===== src/rtl/mem_access_unit_if.sv =====
// Request/response and RAM bus bundle for mem_access_unit.
//   req_*  : load/store request from the memory stage (valid/ready)
//   resp_* : one-cycle completion pulse with load data and error flag
//   ram_*  : word-wide data RAM port (aligned address, write data/strobe, read data)
// slave modport is the unit; master modport is the requester plus RAM side.
interface mem_access_unit_if;
  logic        req_valid;
  logic        req_ready;
  logic        req_write;
  logic [1:0]  req_size;
  logic        req_unsigned;
  logic [31:0] req_addr;
  logic [31:0] req_wdata;
  logic        resp_valid;
  logic [31:0] resp_rdata;
  logic        resp_error;
  logic [31:0] ram_address;
  logic [31:0] ram_data_in;
  logic        ram_write_enable;
  logic [31:0] ram_data_out;

  modport slave (
    input  req_valid, req_write, req_size, req_unsigned, req_addr, req_wdata,
    output req_ready,
    output resp_valid, resp_rdata, resp_error,
    output ram_address, ram_data_in, ram_write_enable,
    input  ram_data_out
  );

  modport master (
    output req_valid, req_write, req_size, req_unsigned, req_addr, req_wdata,
    input  req_ready,
    input  resp_valid, resp_rdata, resp_error,
    input  ram_address, ram_data_in, ram_write_enable,
    output ram_data_out
  );
endinterface


===== src/rtl/mem_access_unit.sv =====
// Load/store unit between the memory stage and a word-wide data RAM.
// Sub-word stores are done as read-modify-write of the aligned word; loads
// extract the addressed lane and sign/zero-extend it.
// Ports:
//   clk  : system clock
//   rst  : synchronous active-high reset
//   bus  : mem_access_unit_if.slave (request, response and RAM signals)
// Parameter RAM_LATENCY: cycles from ram_address to ram_data_out (0..7).
module mem_access_unit #(
  parameter int unsigned RAM_LATENCY = 1
) (
  input  logic              clk,
  input  logic              rst,
  mem_access_unit_if.slave  bus
);

  localparam int unsigned DataW = 32;
  localparam int unsigned CntW  = 3;

  typedef enum logic [1:0] {IDLE, READ, WRITE, RESP} state_t;

  state_t            stateQ, stateD;
  logic [CntW-1:0]   cntQ, cntD;

  // Captured request
  logic              writeQ;
  logic [1:0]        sizeQ;
  logic              unsignedQ;
  logic [DataW-1:0]  addrQ;
  logic [15:0]       wdataQ;

  // Registered outputs and their next values
  logic              respValidQ, respValidD;
  logic              respErrorQ, respErrorD;
  logic [DataW-1:0]  respRdataQ, respRdataD;
  logic [DataW-1:0]  ramAddrQ, ramAddrD;
  logic [DataW-1:0]  ramDataInQ, ramDataInD;
  logic              ramWeQ, ramWeD;

  logic              accept;
  logic              illegal;

  // Lane extraction with sign/zero extension; word size returns the word as is
  function automatic logic [DataW-1:0] extractLoad(
    input logic [DataW-1:0] word,
    input logic [1:0]       size,
    input logic [1:0]       lane,
    input logic             isUnsigned
  );
    logic [7:0]       b;
    logic [15:0]      h;
    logic [DataW-1:0] r;
    b = word[{lane, 3'b000} +: 8];
    h = word[{lane[1], 4'b0000} +: 16];
    case (size)
      2'b00:   r = isUnsigned ? {24'd0, b} : {{24{b[7]}}, b};
      2'b01:   r = isUnsigned ? {16'd0, h} : {{16{h[15]}}, h};
      default: r = word;
    endcase
    return r;
  endfunction

  // Replace only the target lane of the old word
  function automatic logic [DataW-1:0] mergeStore(
    input logic [DataW-1:0] word,
    input logic [15:0]      wdata,
    input logic [1:0]       size,
    input logic [1:0]       lane
  );
    logic [DataW-1:0] r;
    r = word;
    if (size == 2'b00) r[{lane, 3'b000} +: 8]     = wdata[7:0];
    else               r[{lane[1], 4'b0000} +: 16] = wdata;
    return r;
  endfunction

  assign accept  = (stateQ == IDLE) && bus.req_valid;
  assign illegal = (bus.req_size == 2'b11)
                || ((bus.req_size == 2'b01) && bus.req_addr[0])
                || ((bus.req_size == 2'b10) && (bus.req_addr[1:0] != 2'b00));

  // State and registered outputs
  always_ff @(posedge clk) begin
    if (rst) begin
      stateQ     <= IDLE;
      cntQ       <= '0;
      respValidQ <= 1'b0;
      respErrorQ <= 1'b0;
      respRdataQ <= '0;
      ramAddrQ   <= '0;
      ramDataInQ <= '0;
      ramWeQ     <= 1'b0;
    end else begin
      stateQ     <= stateD;
      cntQ       <= cntD;
      respValidQ <= respValidD;
      respErrorQ <= respErrorD;
      respRdataQ <= respRdataD;
      ramAddrQ   <= ramAddrD;
      ramDataInQ <= ramDataInD;
      ramWeQ     <= ramWeD;
    end
  end

  // Request capture on acceptance
  always_ff @(posedge clk) begin
    if (rst) begin
      writeQ    <= 1'b0;
      sizeQ     <= 2'b00;
      unsignedQ <= 1'b0;
      addrQ     <= '0;
      wdataQ    <= '0;
    end else if (accept) begin
      writeQ    <= bus.req_write;
      sizeQ     <= bus.req_size;
      unsignedQ <= bus.req_unsigned;
      addrQ     <= bus.req_addr;
      wdataQ    <= bus.req_wdata[15:0];
    end
  end

  // Next state plus the output values to be held during that state
  always_comb begin
    stateD     = stateQ;
    cntD       = cntQ;
    respValidD = 1'b0;
    respErrorD = 1'b0;
    respRdataD = '0;
    ramAddrD   = '0;
    ramDataInD = '0;
    ramWeD     = 1'b0;
    case (stateQ)
      IDLE: begin
        if (bus.req_valid) begin
          if (illegal) begin
            stateD     = RESP;
            respValidD = 1'b1;
            respErrorD = 1'b1;
          end else if (!bus.req_write || (bus.req_size != 2'b10)) begin
            stateD   = READ;
            cntD     = '0;
            ramAddrD = {bus.req_addr[31:2], 2'b00};
          end else begin
            stateD     = WRITE;
            ramAddrD   = {bus.req_addr[31:2], 2'b00};
            ramDataInD = bus.req_wdata;
            ramWeD     = 1'b1;
          end
        end
      end
      READ: begin
        ramAddrD = {addrQ[31:2], 2'b00};
        if (cntQ == CntW'(RAM_LATENCY)) begin
          if (writeQ) begin
            stateD     = WRITE;
            ramDataInD = mergeStore(bus.ram_data_out, wdataQ, sizeQ, addrQ[1:0]);
            ramWeD     = 1'b1;
          end else begin
            stateD     = RESP;
            ramAddrD   = '0;
            respValidD = 1'b1;
            respRdataD = extractLoad(bus.ram_data_out, sizeQ, addrQ[1:0], unsignedQ);
          end
        end else begin
          cntD = CntW'(cntQ + CntW'(1));
        end
      end
      WRITE: begin
        stateD     = RESP;
        respValidD = 1'b1;
      end
      RESP: begin
        stateD = IDLE;
      end
      default: stateD = IDLE;
    endcase
  end

  // Ready and write strobe are gated so nothing leaks out while rst is high
  assign bus.req_ready        = (stateQ == IDLE) && !rst;
  assign bus.ram_write_enable = ramWeQ && !rst;
  assign bus.ram_address      = ramAddrQ;
  assign bus.ram_data_in      = ramDataInQ;
  assign bus.resp_valid       = respValidQ;
  assign bus.resp_rdata       = respRdataQ;
  assign bus.resp_error       = respErrorQ;

endmodule


===== src/flat_wrapper.sv =====
// flat-port wrapper written by rule: the top's interface ports become plain ports
module mem_access_unit_flat 
#(
  parameter int unsigned RAM_LATENCY = 1
)
  (clk, rst, bus_req_valid, bus_req_write, bus_req_size, bus_req_unsigned, bus_req_addr, bus_req_wdata, bus_req_ready, bus_resp_valid, bus_resp_rdata, bus_resp_error, bus_ram_address, bus_ram_data_in, bus_ram_write_enable, bus_ram_data_out);
  mem_access_unit_if bus_i ();
  input  logic clk;
  input  logic rst;
  input wire logic [$bits(bus_i.req_valid)-1:0] bus_req_valid;
  input wire logic [$bits(bus_i.req_write)-1:0] bus_req_write;
  input wire logic [$bits(bus_i.req_size)-1:0] bus_req_size;
  input wire logic [$bits(bus_i.req_unsigned)-1:0] bus_req_unsigned;
  input wire logic [$bits(bus_i.req_addr)-1:0] bus_req_addr;
  input wire logic [$bits(bus_i.req_wdata)-1:0] bus_req_wdata;
  output wire logic [$bits(bus_i.req_ready)-1:0] bus_req_ready;
  output wire logic [$bits(bus_i.resp_valid)-1:0] bus_resp_valid;
  output wire logic [$bits(bus_i.resp_rdata)-1:0] bus_resp_rdata;
  output wire logic [$bits(bus_i.resp_error)-1:0] bus_resp_error;
  output wire logic [$bits(bus_i.ram_address)-1:0] bus_ram_address;
  output wire logic [$bits(bus_i.ram_data_in)-1:0] bus_ram_data_in;
  output wire logic [$bits(bus_i.ram_write_enable)-1:0] bus_ram_write_enable;
  input wire logic [$bits(bus_i.ram_data_out)-1:0] bus_ram_data_out;
  assign bus_i.req_valid = bus_req_valid;
  assign bus_i.req_write = bus_req_write;
  assign bus_i.req_size = bus_req_size;
  assign bus_i.req_unsigned = bus_req_unsigned;
  assign bus_i.req_addr = bus_req_addr;
  assign bus_i.req_wdata = bus_req_wdata;
  assign bus_req_ready = bus_i.req_ready;
  assign bus_resp_valid = bus_i.resp_valid;
  assign bus_resp_rdata = bus_i.resp_rdata;
  assign bus_resp_error = bus_i.resp_error;
  assign bus_ram_address = bus_i.ram_address;
  assign bus_ram_data_in = bus_i.ram_data_in;
  assign bus_ram_write_enable = bus_i.ram_write_enable;
  assign bus_i.ram_data_out = bus_ram_data_out;
  mem_access_unit #(.RAM_LATENCY(RAM_LATENCY)) u_core (.clk(clk), .rst(rst), .bus(bus_i));
endmodule

===== config.mk =====
export PLATFORM = sky130hd
export DESIGN_NAME = mem_access_unit_flat
export DESIGN_NICKNAME = d
export VERILOG_FILES = /design/src/rtl/mem_access_unit_if.sv /design/src/rtl/mem_access_unit.sv /design/src/flat_wrapper.sv
export SDC_FILE = /design/constraint.sdc
export NUM_CORES = 1
export LEC_CHECK = 0
export CORE_AREA = 2 2 147 149
export DETAILED_ROUTE_END_ITERATION = 10
export DIE_AREA = 0 0 149 151
export GPL_TIMING_DRIVEN = 0
export HOLD_SLACK_MARGIN = 0.03
export PLACE_DENSITY = 0.6
export SETUP_SLACK_MARGIN = 0.5
export SLEW_MARGIN = 25
export SYNTH_ARGS = -nofsm -noshare
export SYNTH_HDL_FRONTEND = slang
export SYNTH_SLANG_ARGS = --single-unit

===== constraint.sdc =====
create_clock -name clk -period 3 [get_ports clk]
set_clock_uncertainty 0.05 [all_clocks]
set_input_delay 0.45 -clock clk [delete_from_list [all_inputs] [get_ports clk]]
set_output_delay 0.45 -clock clk [all_outputs]
set_load 0.01 [all_outputs]

==> impl_results.md <==
* Int Pwr at ~4.1 mW
* Power per cell area at between 600 and 700 nW/µm²
* Slowest CP cell: a211oi_2
* I/O Buffers at about 200
* Switching share of power at roughly 36%
* CP top delay family: compound AO/OA/AOI/OAI gates
* Row cnt at 53
* CP startpoint kind: flip-flop
* Pleak at roughly 3.4 nW
* Number of max-cap violations at 0
* Hold Vio Cnt, Final at 0
* Synthesized instance count at 767
* Asr flop ratio synth at 0%
* Period utilization at about 80%
* Net Switching at about 2.3 mW
* Fin nets at about 1100
* HP Class: flip-flop to flip-flop
* Arrival @ worst endpoint at between 2000 and 3000 ps
* Worst hold endpoint: u_core.addrQ[14]
* CTS Buf Count at 17
* Unrepaired setup endpoints after global routing: false
* Later-pin clock latency in the skew report at roughly 440 ps
* Initial drt markers at between 400 and 500
* Register clock-pin slew on the reported worst setup and hold paths at 70 ps
* Most frequent cell after synthesis: dfxtp_1
* Slew @ Worst Pin at around 900 ps
* Final GP Congestion at approximately 0.89
* Drt drc at 0
* Post-DP HPWL at roughly 17000 µm
* Via density at 5.20
* Largest net degree at the start of global routing at 17
* Post-layout min period at 2450 ps
* Drt pass-1 iters at 5
* WP data required at roughly 3300 ps
* Ys Warns at 0
* Die X-Extent at around 150 µm
* Via count of the routed design at between 6000 and 7000
* Worst slack at placement at 311 ps
* Main flop type after synthesis: dfxtp_1
* Clock Path Buffers at 2
* Fmax at about 0.4 GHz
* Height of the die at roughly 150 µm
* Root Driver: clkbuf_16
* CTS Sinks at 154
* Number of flops mapped to enable cells by yosys at 0
* Relative slew slack at approximately two fifths
* Dominant cell type by area after synthesis: dfxtp_1
* Sequential share of power at 36.9%
* Clock tree from TritonCTS: built
* # IOs at between 200 and 250
* Slew Viols, Final at 0
* Overflow after GRT at 0
* Synth-to-layout area growth at 44.7%
* Flop2flop setup slack at about 550 ps
* Vias in the first global route at roughly 6400
* Peak supply drop at approximately 440 µV
* Hold Crit Start: u_core.addrQ[14]
* Per-cell routed wire length at about 19 µm
* CP max FO at 9
* Worst path cell trace: inv_1 > ha_1 > buf_4 > nand4b_1 > a211oi_2 > a22oi_1 > a21oi_1
* Top area cells in the synthesized netlist: dfxtp_1 (47%), a21oi_1 (8.1%), nand2_1 (7.6%)
* Clock share of power at 34.2%
* Setup TNS at 0 ps
* Avg Inst Size Synth at about 8.6 µm²
* Post-Route WL at 24300 µm
* Kind of critical path: flip-flop to flip-flop
* Post-route ant nets at 0
* Initial core utilization at 31.8%
* Die Area at 22500 µm²
* Setup slack after layout at between 500 and 600 ps
* First-pass GRT wire length at between 30000 and 40000 µm
* Layout cells sized above 1 at under 10%
* Final setup viols at 0
* Crit path largest cell delay at between 700 and 800 ps
* Gate power share at between 20% and 30%
* Worst reg2reg path depth at 7
* Core footprint at 20800 µm²
* CP bufs+invs at 2
* Synth cell count leaders: dfxtp_1 (154), nand2_1 (133), a21oi_1 (107)
* H-tree depth at 4
* Antenna violations before repair at 0
* Hold Path Stages at 2
* Reg-to-reg critical path startpoint: u_core.stateQ[1]
* Distinct cells, synth at 48
* Total Routing Usage GR at roughly a fifth
* Sequential fraction of the synthesis area at 46.6%
* Syn Std Cell Area at approximately 6600 µm²
* Reg-to-reg critical path endpoint: u_core.bus.ram_data_in[23]
* Status: finished clean
* Setup crit end kind: flip-flop
* Flops & latches, synth at roughly 150
* Share of the synthesized area in the top cell type at 46.6%
==> power groups by stage <==
stage | Combinational, mW | Sequential (mW) | Clock, mW
floorplan | 1.11 | 2.39 | 0
global placement | 1.82 | 2.40 | 0
detailed placement | 1.83 | 2.40 | 0
CTS | 1.84 | 2.36 | 2.23
global route | 2.02 | 2.39 | 2.32
finish | 1.85 | 2.37 | 2.19
==> flip-flops by register name, indices dropped and copies added, names as in the netlist <==
register and count:
u_core.wdataQ 16, u_core.bus.resp_valid 1, u_core.bus.resp_rdata 32, u_core.bus.ram_data_in 32, u_core.sizeQ 2, u_core.cntQ 3, u_core.bus.ram_address 30, u_core.bus.resp_error 1
u_core.addrQ 32, u_core.unsignedQ 1, u_core.stateQ 2, u_core.writeQ 1, u_core.ramWeQ 1
==> cell usage in the layout (no fill, tap or decap), types with 3 or more instances in the layout <==
cell / instances
a22oi_1: 32
dfxtp_1: 154
a21oi_1: 107
inv_8: 5
or3_1: 3
a32oi_1: 30
mux2_2: 4
clkbuf_16: 17
nand2_1: 133
o21ai_0: 13
clkbuf_2: 3
buf_2: 13
a222oi_1: 7
buf_4: 6
a221o_1: 25
a21o_1: 3
inv_1: 28
nor2_1: 73
inv_6: 5
ha_1: 11
o221ai_1: 8
nand3_1: 8
mux2i_1: 27
clkbuf_1: 37
nor3_1: 4
clkdlybuf4s50_1: 198
buf_1: 5
==> area by class of cell <==
cell class	instances	area (µm²)
plain buffers	64	287
flip-flops and latches	154	3080
inverters	28	105
multi-input cells	522	3160
clock inverters	14	149
repair buffers	200	2000
fillers	2064	11300
diodes	1	2.50
well taps	275	344
clock buffers	18	439
==> worst min-delay path: cells and delay by family, from the launching register on <==
kind / cells / cell delay [ps]
AND/OR/NAND/NOR: 1 / 50
flip-flops: 1 / 310
AO/OA/AOI/OAI: 1 / 50
==> routing by layer <==
layer	part of all wire, %	GRT usage [%]	vias to the layer above
met5	0	0	-
met4	3.4	9.52	0
met3	7.8	5.18	50
met2	46	33.9	312
met1	43	27.6	3093
li1	-	-	3180
==> how the worst max path moves through the flow <==
stage	slack, ps	cells past startpoint	to	start
finish	550	7	u_core.bus.ram_data_in[23]	u_core.stateQ[1]
CTS	490	7	u_core.bus.ram_data_in[23]	u_core.addrQ[0]
detailed placement	310	7	u_core.bus.ram_data_in[7]	u_core.addrQ[0]
global route	510	8	u_core.bus.ram_data_in[28]	u_core.addrQ[0]
global placement	340	7	u_core.bus.ram_data_in[7]	u_core.addrQ[0]
floorplan	940	7	u_core.bus.ram_data_in[7]	u_core.addrQ[0]
==> logic make-up (layout without fill, tap and decap cells) <==
logic type | after synthesis | count (layout) | synth area share [%]
simple gates | 241 | 241 | 15.7
compound gates | 237 | 237 | 24.9
flops | 154 | 154 | 46.6
buf+inv | 92 | 324 | 5.87
mux | 31 | 31 | 4.77
fa+ha+maj | 11 | 11 | 2.08
other cells | 1 | 3 | 0.0567
==> per-stage QoR <==
step / util, % / hold slack, ps / power [mW] / area, µm² / std cells
finish: 45.9 / 405 / 6.41 / 9570 / 1276
global placement: 43.0 / 392 / 4.23 / 8950 / 1242
CTS: 45.8 / 407 / 6.43 / 9550 / 1274
global route: 45.9 / 422 / 6.72 / 9560 / 1275
detailed placement: 43.0 / 396 / 4.23 / 8950 / 1242
floorplan: - / 386 / 3.50 / 6620 / 768
==> repair_timing <==
action,4_1_cts,5_1_grt
gates resized for setup,3,7
cloned,0,0
pin swaps,0,1
setup buffers,0,1
setup endpoints to repair,9,26
hold buffers,0,0
(Power assumes the default switching activity.)
==> RTL edit, RTL diff (same settings) <==
The localparam `CntW` goes from 3 to 6.
--- a/src/rtl/mem_access_unit.sv
+++ b/src/rtl/mem_access_unit.sv
@@ -15,7 +15,7 @@
 );
 
   localparam int unsigned DataW = 32;
-  localparam int unsigned CntW  = 3;
+  localparam int unsigned CntW  = 6;
 
   typedef enum logic [1:0] {IDLE, READ, WRITE, RESP} state_t;
 
Formal check against the unedited RTL: no difference found for any inputs over 4 cycles, from zero or initial values and one cycle with rst high; that may be too few to reach the edited logic, so the function may still have changed.
==> RTL edit against the original RTL <==
Critical path depth is 2 lower. Via count shrank 2.1%. Total power is 3.6% higher. Design area is 2.0% higher. Area after synthesis is 1.3% higher. Non-clock buffer count is 2 higher. Hold slack lost 0.72 ps. Sequential power up 3%. Sequential cell count rose by 3. Routed wire length fell by 3.7%. Final cell count shrank 0.94%. Setup slack better by 62 ps. Maximum frequency up 2.6%. Highest routed layer unchanged.
==> RTL edit: results (changes against the original RTL) <==
| Metric | Value |
|---|---|
| Run status | finished clean |
| VDD IR-drop max | 0.380 mV (-14%) |
| Slew @ Worst Pin | 910 ps (+16.8 ps) |
| Bufs on Longest Clock Path | 2 (unchanged) |
| Synth cell count leaders | dfxtp_1 (157), nand2_1 (141), a21oi_1 (76), nor2_1 (63), clkbuf_1 (50) |
| Worst Path Arrival | 1880 ps (-860 ps) |
| P_sw | 2.25 mW (-1.4%) |
| Yosys warns | 0 (unchanged) |
| Crit-path slowest cell | clkdlybuf4s50_1 |
| GRT met1 Usage | 0.265 (-0.0108) |
| Port buffer count | 200 (+0.50%) |
| Global-route wire length before repair | 35100 µm (-3.1%) |
| DR iter-0 viols | 426 (+1.9%) |
| Share of cells above drive strength 1 | 0.0850 (+0.0150) |
| Filler instances | 2068 (+0.19%) |
| Wirelength, routed | 23400 µm (-3.7%) |
| Top delay family on crit path | buffers and inverters |
| M1 WL | 10300 µm (-1.5%) |
| Worst-Skew Late Latency | 420 ps (-20 ps) |
| Leakage | 3.43 nW (+0.11%) |
| Via count | 6496 (-2.1%) |
| Critical Path Max Stage Delay | 550 ps (-170 ps) |
| GRT met2 Usage | 0.325 (-0.0136) |
| Reg2reg end | u_core.bus.resp_rdata[14]$_SDFF_PP0_ |
| Worst R2R Setup Slack | 670 ps (+120 ps) |
| Vias in the first global route | 6184 (-2.9%) |
| DP HPWL | 17300 µm (-1.2%) |
| CP Max Fanout | 10 (+1) |
| FF-to-FF path depth | 5 (-2) |
| WL met2 | 10500 µm (-5.0%) |
| Netlist cell types | 56 (+17%) |
| Routed wl met3 | 2070 µm (+9.8%) |
| Antenna violations before repair | 1 (+1) |
| Area contributors post-synth | dfxtp_1 (47%), nand2_1 (7.9%), a32oi_1 (6.0%) |
| Sequential area share after synthesis | 0.469 (+0.00287) |
| GR Util met3 | 0.0590 (+0.00723) |
| GRT Util Overall | 0.204 (-0.00947) |
| Clock-pin slew on the worst setup and hold paths | 60 ps |
| RR Startpoint | u_core.cntQ[0]$_SDFFE_PP0P_ |
| Placer's final routability congestion estimate | 0.881 (-0.94%) |
| Critical Path Sink | bus_ram_write_enable |
| Fin nets | 1089 (-1.1%) |
| CP startpoint | rst |
| Worst hold path class | reg -> reg |
-- RTL edit: cell count changes after synthesis, moves of 11 or more --
| cell | before | now |
|---|---|---|
| nand2b_1 | 2 | 14 |
| a22oi_1 | 32 | 17 |
| a21oi_1 | 107 | 76 |
| a32oi_1 | 30 | 46 |
| inv_1 | 28 | 9 |
| nor2_1 | 74 | 63 |
-- RTL edit: power groups by stage --
stage | combinational (mW) | sequential [mW] | clock [mW]
after floorplan | 1.12 | 2.45 | 0
after global placement | 1.83 | 2.47 | 0
after detailed placement | 1.83 | 2.47 | 0
after CTS | 1.86 | 2.43 | 2.33
after global routing | 2.09 | 2.46 | 2.41
final | 1.90 | 2.44 | 2.30
-- RTL edit: area by class of cell --
cell class | count | area share
multi-input cells | 523 | 0.337
flip-flops and latches | 157 | 0.322
repair buffers | 200 | 0.205
clock buffers | 20 | 0.0479
well taps | 275 | 0.0353
plain buffers | 66 | 0.0318
clock inverters | 12 | 0.0162
inverters | 10 | 0.00398
diodes | 1 | 0.000257
-- RTL edit: how the worst min path moves through the flow --
stage,slack (ps),start,cells past startpoint,endpoint
3_3_place_gp,390,u_core.addrQ[10]$_SDFFE_PP0P_,2,u_core.addrQ[10]$_SDFFE_PP0P_
5_1_grt,420,u_core.addrQ[18]$_SDFFE_PP0P_,2,u_core.addrQ[18]$_SDFFE_PP0P_
2_1_floorplan,390,u_core.addrQ[10]$_SDFFE_PP0P_,2,u_core.addrQ[10]$_SDFFE_PP0P_
6_report,400,u_core.addrQ[3]$_SDFFE_PP0P_,2,u_core.addrQ[3]$_SDFFE_PP0P_
3_5_place_dp,400,u_core.addrQ[3]$_SDFFE_PP0P_,2,u_core.addrQ[3]$_SDFFE_PP0P_
4_1_cts,410,u_core.addrQ[3]$_SDFFE_PP0P_,2,u_core.addrQ[3]$_SDFFE_PP0P_
-- RTL edit: through the flow --
stage | instance area [µm²] | setup TNS, ps | instances | hold WS, ps | setup WS [ps]
2_1_floorplan | 6700 | 0 | 756 | 386 | 586
3_3_place_gp | 9050 | -291 | 1231 | 392 | -159
3_5_place_dp | 9050 | -253 | 1231 | 398 | -140
4_1_cts | 9700 | 0 | 1263 | 407 | 471
5_1_grt | 9750 | 0 | 1263 | 421 | 504
6_report | 9750 | 0 | 1264 | 405 | 616
-- RTL edit: timing repair --
action / in CTS / in global routing
endpoints found under the setup margin: 65 / 81
pin swaps: 0 / 0
buffers inserted: 0 / 0
resized for setup: 15 / 20
-- RTL edit: cells by family after synthesis --
logic type,share of synthesized area
AO/OA/AOI/OAI,0.238
adder cells (fa/ha/maj),0.0205
buffers and inverters,0.0469
flip-flops,0.469
multiplexers,0.0420
other,0.000560
AND/OR/NAND/NOR,0.183
